`src/rtl/gpsdo_loop_filter_pkg.sv`:
```
// Shared constants for the GPSDO loop filter: DAC range, FSM state encodings
// and the centre tuning word.
package gpsdo_loop_filter_pkg;

  localparam int          DAC_W        = 16;
  localparam int          DAC_MIN      = 0;
  localparam int          DAC_MAX      = 65535;
  localparam logic [15:0] DAC_INIT_DEF = 16'h8000;

  localparam logic [2:0] S_IDLE  = 3'd0;
  localparam logic [2:0] S_CHECK = 3'd1;
  localparam logic [2:0] S_INTEG = 3'd2;
  localparam logic [2:0] S_SUM   = 3'd3;
  localparam logic [2:0] S_SAT   = 3'd4;
  localparam logic [2:0] S_UPD   = 3'd5;

endpackage

```
`src/rtl/gpsdo_sat_add.sv`:
```
// Signed W-bit add with the result clamped to [lo, hi]; the sum is formed one
// bit wider so the clamp never sees a wrapped value.
module gpsdo_sat_add #(
  parameter int W = 40
) (
  input  logic signed [W-1:0] a,
  input  logic signed [W-1:0] b,
  input  logic signed [W-1:0] lo,
  input  logic signed [W-1:0] hi,
  output logic signed [W-1:0] y
);

  logic signed [W:0] a_x, b_x, lo_x, hi_x, sum;

  assign a_x  = {a[W-1], a};
  assign b_x  = {b[W-1], b};
  assign lo_x = {lo[W-1], lo};
  assign hi_x = {hi[W-1], hi};
  assign sum  = a_x + b_x;

  always_comb begin
    y = sum[W-1:0];
    if (sum > hi_x)      y = hi;
    else if (sum < lo_x) y = lo;
  end

endmodule

```
`src/rtl/gpsdo_loop_filter.sv`:
```
// PI loop filter: one signed frequency-error sample per 1PPS gate in, one
// committed 16-bit OCXO tuning word out five cycles later.
module gpsdo_loop_filter
  import gpsdo_loop_filter_pkg::*;
#(
  parameter int          ERR_W       = 32,
  parameter int          ACC_W       = 40,
  parameter int          KP_SHL      = 4,
  parameter int          KI_SHL      = 0,
  parameter int          OUT_SHR     = 4,
  parameter longint      INT_LIM     = 64'sd16777216,
  parameter logic [15:0] DAC_INIT    = DAC_INIT_DEF,
  parameter longint      OUTLIER_MAX = 64'sd100000,
  parameter longint      LOCK_TOL    = 64'sd2,
  parameter int          LOCK_N      = 8
) (
  input  logic                    clk,
  input  logic                    rst,
  input  logic                    err_valid,
  input  logic signed [ERR_W-1:0] err,
  input  logic                    hold,
  output logic [DAC_W-1:0]        dac_code,
  output logic                    dac_upd,
  output logic                    locked,
  output logic                    busy
);

  localparam int LCW = $clog2(LOCK_N + 1);

  logic [2:0]              state_q, state_d;
  logic signed [ERR_W-1:0] e_r_q, e_r_d;
  logic signed [ACC_W-1:0] integ_q, integ_d;
  logic signed [ACC_W-1:0] s_q, s_d;
  logic [DAC_W-1:0]        dac_code_q, dac_code_d;
  logic                    dac_upd_q, dac_upd_d;
  logic                    locked_q, locked_d;
  logic [LCW-1:0]          lock_cnt_q, lock_cnt_d;

  logic signed [ACC_W-1:0] e_ext, ki_term, kp_term, s_nxt;
  logic signed [ACC_W-1:0] int_lim_p, int_lim_n, integ_sat;
  logic signed [ACC_W-1:0] dac_base, dac_lo, dac_hi, dac_sat;
  logic signed [ACC_W-1:0] ol_p, ol_n, tol_p, tol_n;
  logic                    outlier, in_tol;
  logic                    unused_dac_hi_bits;

  assign e_ext     = {{(ACC_W-ERR_W){e_r_q[ERR_W-1]}}, e_r_q};
  assign ki_term   = e_ext <<< KI_SHL;
  assign kp_term   = e_ext <<< KP_SHL;
  assign s_nxt     = (integ_q + kp_term) >>> OUT_SHR;

  assign int_lim_p = ACC_W'(INT_LIM);
  assign int_lim_n = -int_lim_p;
  assign dac_base  = ACC_W'({1'b0, DAC_INIT});
  assign dac_lo    = ACC_W'(DAC_MIN);
  assign dac_hi    = ACC_W'(DAC_MAX);
  assign ol_p      = ACC_W'(OUTLIER_MAX);
  assign ol_n      = -ol_p;
  assign tol_p     = ACC_W'(LOCK_TOL);
  assign tol_n     = -tol_p;

  assign outlier   = (e_ext > ol_p) || (e_ext < ol_n);
  assign in_tol    = (e_ext <= tol_p) && (e_ext >= tol_n);

  // Anti-windup clamp on the integrator.
  gpsdo_sat_add #(.W(ACC_W)) u_integ_clamp (
    .a  (integ_q),
    .b  (ki_term),
    .lo (int_lim_n),
    .hi (int_lim_p),
    .y  (integ_sat)
  );

  // Keeps the tuning word inside the DAC range instead of wrapping.
  gpsdo_sat_add #(.W(ACC_W)) u_dac_clamp (
    .a  (dac_base),
    .b  (s_q),
    .lo (dac_lo),
    .hi (dac_hi),
    .y  (dac_sat)
  );

  assign unused_dac_hi_bits = ^dac_sat[ACC_W-1:DAC_W];

  always_comb begin
    state_d    = state_q;
    e_r_d      = e_r_q;
    integ_d    = integ_q;
    s_d        = s_q;
    dac_code_d = dac_code_q;
    dac_upd_d  = 1'b0;
    locked_d   = locked_q;
    lock_cnt_d = lock_cnt_q;
    case (state_q)
      S_IDLE: begin
        if (err_valid && !hold) begin
          e_r_d   = err;
          state_d = S_CHECK;
        end
      end
      S_CHECK: begin
        if (outlier) begin
          lock_cnt_d = '0;
          locked_d   = 1'b0;
          state_d    = S_IDLE;
        end else begin
          if (!in_tol)                         lock_cnt_d = '0;
          else if (lock_cnt_q != LCW'(LOCK_N)) lock_cnt_d = lock_cnt_q + LCW'(1);
          state_d = S_INTEG;
        end
      end
      S_INTEG: begin
        integ_d = integ_sat;
        state_d = S_SUM;
      end
      S_SUM: begin
        s_d     = s_nxt;
        state_d = S_SAT;
      end
      // Commit on the SAT->UPD edge so the new word and dac_upd appear together in UPD.
      S_SAT: begin
        dac_code_d = dac_sat[DAC_W-1:0];
        dac_upd_d  = 1'b1;
        locked_d   = (lock_cnt_q == LCW'(LOCK_N));
        state_d    = S_UPD;
      end
      S_UPD:   state_d = S_IDLE;
      default: state_d = S_IDLE;
    endcase
  end

  always_ff @(posedge clk or posedge rst) begin
    if (rst) begin
      state_q    <= S_IDLE;
      e_r_q      <= '0;
      integ_q    <= '0;
      s_q        <= '0;
      dac_code_q <= DAC_INIT;
      dac_upd_q  <= 1'b0;
      locked_q   <= 1'b0;
      lock_cnt_q <= '0;
    end else begin
      state_q    <= state_d;
      e_r_q      <= e_r_d;
      integ_q    <= integ_d;
      s_q        <= s_d;
      dac_code_q <= dac_code_d;
      dac_upd_q  <= dac_upd_d;
      locked_q   <= locked_d;
      lock_cnt_q <= lock_cnt_d;
    end
  end

  assign dac_code = dac_code_q;
  assign dac_upd  = dac_upd_q;
  assign locked   = locked_q;
  assign busy     = (state_q != S_IDLE);

endmodule
```
`config.mk`:
```
export PLATFORM = sky130hd
export DESIGN_NAME = gpsdo_loop_filter
export DESIGN_NICKNAME = d
export VERILOG_FILES = /design/src/rtl/gpsdo_loop_filter_pkg.sv /design/src/rtl/gpsdo_sat_add.sv /design/src/rtl/gpsdo_loop_filter.sv
export SDC_FILE = /design/constraint.sdc
export NUM_CORES = 1
export LEC_CHECK = 0
export BUFFER_PORTS_ARGS = -buffer_cell sky130_fd_sc_hd__buf_2
export CAP_MARGIN = 20
export CORE_MARGIN = 5
export CORE_UTILIZATION = 30
export DETAILED_ROUTE_END_ITERATION = 8
export MAX_ROUTING_LAYER = met4
export PLACE_DENSITY = 0.47
export RECOVER_POWER = 25
export SYNTH_ARGS = -nofsm -noshare
export SYNTH_HDL_FRONTEND = slang
export SYNTH_HIERARCHICAL = 1
export SYNTH_SLANG_ARGS = --single-unit
```
`constraint.sdc`:
```
create_clock -name clk -period 7.5 [get_ports clk]
set_input_delay 0.75 -clock clk [delete_from_list [all_inputs] [get_ports clk]]
set_output_delay 0.75 -clock clk [all_outputs]
set_load 0.05 [all_outputs]
```
# After elaboration in Yosys (flattened, before gate mapping)
# Index checks and enable logic that the tools add are counted.
# word_totals
register_bits	133
in_bits	36
output_inout_bits	19
elab_cells	52
# op_classes
addsub	4
order_cmp	8
eq_ne	9
mux	13
reduce_logical	10
# op_table
op	n
40-bit two-way mux	2
40-bit by 32-bit adder with 41-bit output	1
41-bit by 26-bit greater-than comparator with 1-bit output (second input constant)	1
41-bit by 25-bit less-than comparator with 1-bit output (second input constant)	1
40-bit by 36-bit adder with 40-bit output	1
17-bit by 36-bit adder with 37-bit output (first input constant)	1
37-bit by 17-bit greater-than comparator with 1-bit output (second input constant)	1
37-bit by 1-bit less-than comparator with 1-bit output (second input constant)	1
32-bit by 2-bit >= comparator with 1-bit output (second input constant)	1
32-bit by 18-bit greater-than comparator with 1-bit output (second input constant)	1
32-bit by 3-bit <= comparator with 1-bit output (second input constant)	1
32-bit by 18-bit less-than comparator with 1-bit output (second input constant)	1
16-bit two-way mux	2
3-bit one-hot mux with 5 select lines	1
4-bit two-way mux	3
3-bit by 2-bit == test with 1-bit output (second input constant)	2
2-bit AND reduction	3
4-bit by 1-bit adder with 4-bit output (second input constant)	1
4-bit == test (second input constant)	1
2-bit inequality test (second input constant)	2
4-bit inequality test (second input constant)	1
3-bit by 1-bit == test with 1-bit output (second input constant)	1
3-bit == test (second input constant)	1
3-bit zero test	1
10 further kinds	12

# Logic depth before layout (Yosys ltp)
# depth
depth_word	4
mapped_depth	24

# Cells and area by module
# Netlist, hierarchy kept.
# modules_own_cells
mod	n_inst	cells_each	area_each_um2
gpsdo_sat_add	2	711	4942.2
gpsdo_loop_filter	1	629	6911.6

# Least setup slack after synthesis
# No wires, ideal clock.
# synth_timing
kind	register to register
from	reg e_r_q[0]
to	reg integ_q[36]
setup_time_ns	0.125
arrival_ns	5.098
setup_slack_ns	2.278
path_stages_with_launch	24
path_buffers	1
synth_period_minus_slack_ns	5.222
path_cell_list	dfrtp_1 ha_1 fa_1 a21oi_1 o21ai_0 o21ai_1 a211oi_1 nor3b_1 a211oi_1 a221o_1 a21oi_1 xnor2_1 ha_1 nand4_1 nor3_2 nand2_1 or4_1 o31a_1 and3_4 nor3_4 buf_6 nor3b_1 a221o_1 mux2_2
# synth_via
elab_chain_cells	4
word_cells_on_any_way	5
# synth_rtl
item	line_no	source
start: declaration	gpsdo_loop_filter.sv:31	logic signed [ERR_W-1:0] e_r_q, e_r_d;
start signal: assignment	gpsdo_loop_filter.sv:143	e_r_q <= e_r_d;
40-bit by 32-bit adder with 41-bit output *	gpsdo_sat_add.sv:19	assign sum = a_x + b_x;
41-bit by 25-bit less-than comparator with 1-bit output	gpsdo_sat_add.sv:24	else if (sum < lo_x) y = lo;
40-bit two-way mux	gpsdo_sat_add.sv:24	
40-bit two-way mux *	gpsdo_sat_add.sv:23	if (sum > hi_x) y = hi;
net integ_sat[36]	gpsdo_loop_filter.sv:40	logic signed [ACC_W-1:0] int_lim_p, int_lim_n, integ_sat;
end signal: assignment	gpsdo_loop_filter.sv:144	integ_q <= integ_d;
end: declaration	gpsdo_loop_filter.sv:32	logic signed [ACC_W-1:0] integ_q, integ_d;
# The timed path passes the listed nets; every way through them passes the cells marked *.
# A chain may end at the register's enable or synchronous reset.

# Worst setup path in the final report
# layout_timing
from	reg e_r_q[0]
to	reg integ_q[24]
# Same word-level chain as after synthesis.

==> results.rst <==
.. list-table::
   :header-rows: 1

   * - Metric
     - Value
   * - Violations in the final reports
     - capacitance limit, slew limit
   * - Worst-path fanout max
     - 44
   * - Minimum setup slack in the final design
     - 0.819 ns
   * - Worst-case reg-to-reg path depth
     - 22
   * - Maximum number of pins on one net before global-route repair
     - 70
   * - H-tree levels
     - 4
   * - Unrepaired setup endpoints after global routing
     - no
   * - Row cnt
     - 85
   * - Worst-case clock skew
     - 0.0163 ns
   * - Sinks on Clock Net
     - 133
   * - Setup Buffers After CTS
     - 0
   * - Share of post-route cells with drive strength above 1
     - 9.74%
   * - Placeable core region
     - between 50000 and 60000 um2
   * - Reported leakage power
     - 9.67 nW
   * - Fillers
     - 5692
   * - Ratio of final minimum period to clock period
     - approximately 90%
   * - Setup crit start kind
     - flip-flop
   * - Total global-route track usage
     - 16.3%
   * - Slew at the pin closest to its max-slew limit
     - 3.39 ns
   * - Average size of a mapped cell
     - 8.25 um2
   * - Final layout net count
     - 2625
   * - Initial Util
     - a little under a third
   * - Global route total overflow
     - 0
   * - Via-to-Cell Ratio
     - around 4.8
   * - Area Growth Syn to Fin
     - 17.0%
   * - Final hold viol count
     - 0
   * - Buffers from clock root to sink, at most
     - 2
   * - Number of ports placed on the die boundary
     - 55
   * - Run status
     - complete, but fails checks
   * - Drt total wl
     - 46300 um
   * - Detailed placer's ending HPWL
     - 38600 um
   * - Antenna violations before repair
     - 0
   * - Setup slack at placement
     - 0.802 ns
   * - Count of warnings emitted by yosys
     - 6
   * - Final setup vio count
     - 0
   * - Clock transition at path regs
     - roughly 0.07 ns
   * - Insertion delay to the later sink of the worst-skew pair
     - ~0.48 ns
   * - TritonCTS clock tree
     - built
   * - Worst hold path class
     - flip-flop to flip-flop
   * - Critical path endpoint category
     - flip-flop
   * - Hold-critical path depth
     - 2
   * - Clock period minus final worst setup slack
     - 6.68 ns
   * - Drt wl/cell
     - 15.4 um
   * - Weighted congestion at the end of routability-driven global placement
     - roughly 0.87
   * - Clock network power share
     - 12.2%
   * - TritonCTS buffer count
     - 17
   * - Worst setup path category
     - flip-flop to flip-flop
   * - Residual DRC count
     - 0
   * - Sequential power share
     - 14.8%
   * - Total power per unit cell area
     - between 400 and 500 nW/um2
   * - Sum of negative setup slack
     - 0 ns
   * - Power Internal
     - roughly 3.9 mW
   * - Area of the mapped netlist
     - ~16000 um2
   * - Quantity of hold-fixing buffers added after cts
     - 0
   * - Sw Pwr
     - 4.06 mW
   * - ANT cells
     - 0
   * - Via total after detailed routing
     - 14300
   * - Number of detailed-route iterations in the first pass
     - 7
   * - Cells after synthesis
     - around 2000
   * - Data arrival, critical path
     - about 7 ns
   * - Height of the die
     - ~240 um
   * - Portion of total power attributed to combinational logic
     - between 70% and 80%
   * - CTS resizes
     - 0
   * - Vias in the first global route
     - 14200
   * - Clock Tree Root
     - sky130_fd_sc_hd__clkbuf_16
   * - Timing-limited maximum frequency
     - 150 MHz
   * - Drt initial violations
     - ~740
   * - Horizontal die dimension
     - ~240 um
   * - Port bufs
     - 54
   * - Data required time at the worst endpoint
     - between 7 and 8 ns
   * - Final number of max-transition violations
     - between 100 and 150
   * - Slew headroom
     - -128%
   * - Worst ir drop on vdd
     - 0.237 mV
   * - Count of maximum capacitance violations
     - 2
   * - Die Area
     - ~59000 um2
   * - Final antenna-violating net count
     - 0
   * - Net switching fraction of the power
     - between 50% and 60%
   * - Wire length of the first global-routing pass
     - 75100 um
## sequential cells by signal, indices dropped and copies added, names as in the netlist
signal / count
e_r_q: 32
dac_upd: 1
lock_cnt_q: 4
s_q: 36
locked: 1
integ_q: 40
dac_code: 16
state_q: 3
## worst max-delay path, stage by stage (launching register included)
cell and delay [ns]:
sky130_fd_sc_hd__dfrtp_1 0.43, sky130_fd_sc_hd__ha_1 0.24, sky130_fd_sc_hd__fa_1 0.41, sky130_fd_sc_hd__a21oi_1 0.19, sky130_fd_sc_hd__o21ai_0 0.17, sky130_fd_sc_hd__o21ai_1 0.30, sky130_fd_sc_hd__a21oi_1 0.18, sky130_fd_sc_hd__o21ai_0 0.51
sky130_fd_sc_hd__o31ai_1 0.22, sky130_fd_sc_hd__a221o_1 0.39, sky130_fd_sc_hd__xor2_1 0.18, sky130_fd_sc_hd__ha_1 0.31, sky130_fd_sc_hd__nand3_1 0.09, sky130_fd_sc_hd__nor2_1 0.21, sky130_fd_sc_hd__nand2_1 0.11, sky130_fd_sc_hd__or4_1 0.43
sky130_fd_sc_hd__o31a_1 0.27, sky130_fd_sc_hd__and3_4 0.16, sky130_fd_sc_hd__nor3_4 0.63, sky130_fd_sc_hd__buf_4 0.48, sky130_fd_sc_hd__nor3b_1 0.11, sky130_fd_sc_hd__a221o_1 0.27, sky130_fd_sc_hd__mux2_2 0.26
## routing by layer
layer	up-vias	routed length, um	GRT usage [%]
met3	66	1250	2.56
met1	6573	22000	20.2
li1	7510	-	-
met2	194	21400	26.8
met4	0	1770	6.64
met5	-	0	-
## area by class of cell
class	instances	area, um2	share of cell area [%]
clock buffer	19	453	2.37
clock inverter	13	203	1.06
inverter	193	726	3.80
multi-input combinational	1896	13100	68.9
sequential	133	3330	17.5
tap	696	871	4.56
timing repair buffer	66	353	1.85
## through the flow
stage / hold WS [ns] / total power [mW] / util (%) / std cells / instance area [um2]
after CTS: 0.393 / 7.96 / 35.5 / 3016 / 19100
final: 0.476 / 7.95 / 35.4 / 3016 / 19100
after global placement: 0.464 / 6.84 / 34.3 / 2984 / 18400
after floorplan: 0.443 / 5.54 / - / 2279 / 17400
after global routing: 0.469 / 8.79 / 35.4 / 3016 / 19100
after detailed placement: 0.473 / 6.94 / 34.3 / 2984 / 18400
## power by group through the flow
stage	registers, mW	clock network [mW]	logic, mW
2_1_floorplan	1.17	0	4.37
4_1_cts	1.18	1.00	5.78
6_report	1.18	0.966	5.80
5_1_grt	1.21	1.03	6.56
3_3_place_gp	1.18	0	5.66
3_5_place_dp	1.19	0	5.75
## path summary, 6_finish.rpt
kind                                 startpoint  slack [ns]                      end
max reg2reg                e_r_q[0]$_DFFE_PP0P_        0.82  integ_q[24]$_DFFE_PP0N_
min                         s_q[26]$_DFFE_PP0N_        0.48      s_q[26]$_DFFE_PP0N_
min reg2reg                 s_q[26]$_DFFE_PP0N_        0.48      s_q[26]$_DFFE_PP0N_
max in group asynchronous                   rst        4.23   integ_q[5]$_DFFE_PP0N_
max                        e_r_q[0]$_DFFE_PP0P_        0.82  integ_q[24]$_DFFE_PP0N_
min in group asynchronous                   rst        1.27      s_q[34]$_DFFE_PP0N_
## cells in the final DEF (no fill, tap or decap), drive strengths merged, types with 17 or more instances in the layout
| master | n |
|---|---|
| nand2 | 209 |
| clkbuf | 21 |
| nor2b | 17 |
| conb | 305 |
| xor2 | 51 |
| mux2 | 88 |
| nand4 | 41 |
| inv | 193 |
| a21o | 99 |
| ha | 279 |
| xnor2 | 52 |
| nor3 | 26 |
| nand3 | 31 |
| dfrtp | 132 |
| buf | 64 |
| a21oi | 167 |
| a211oi | 22 |
| mux2i | 50 |
| o21ai | 149 |
| nor2 | 90 |
No activity file was read; power rests on OpenSTA's default activity.
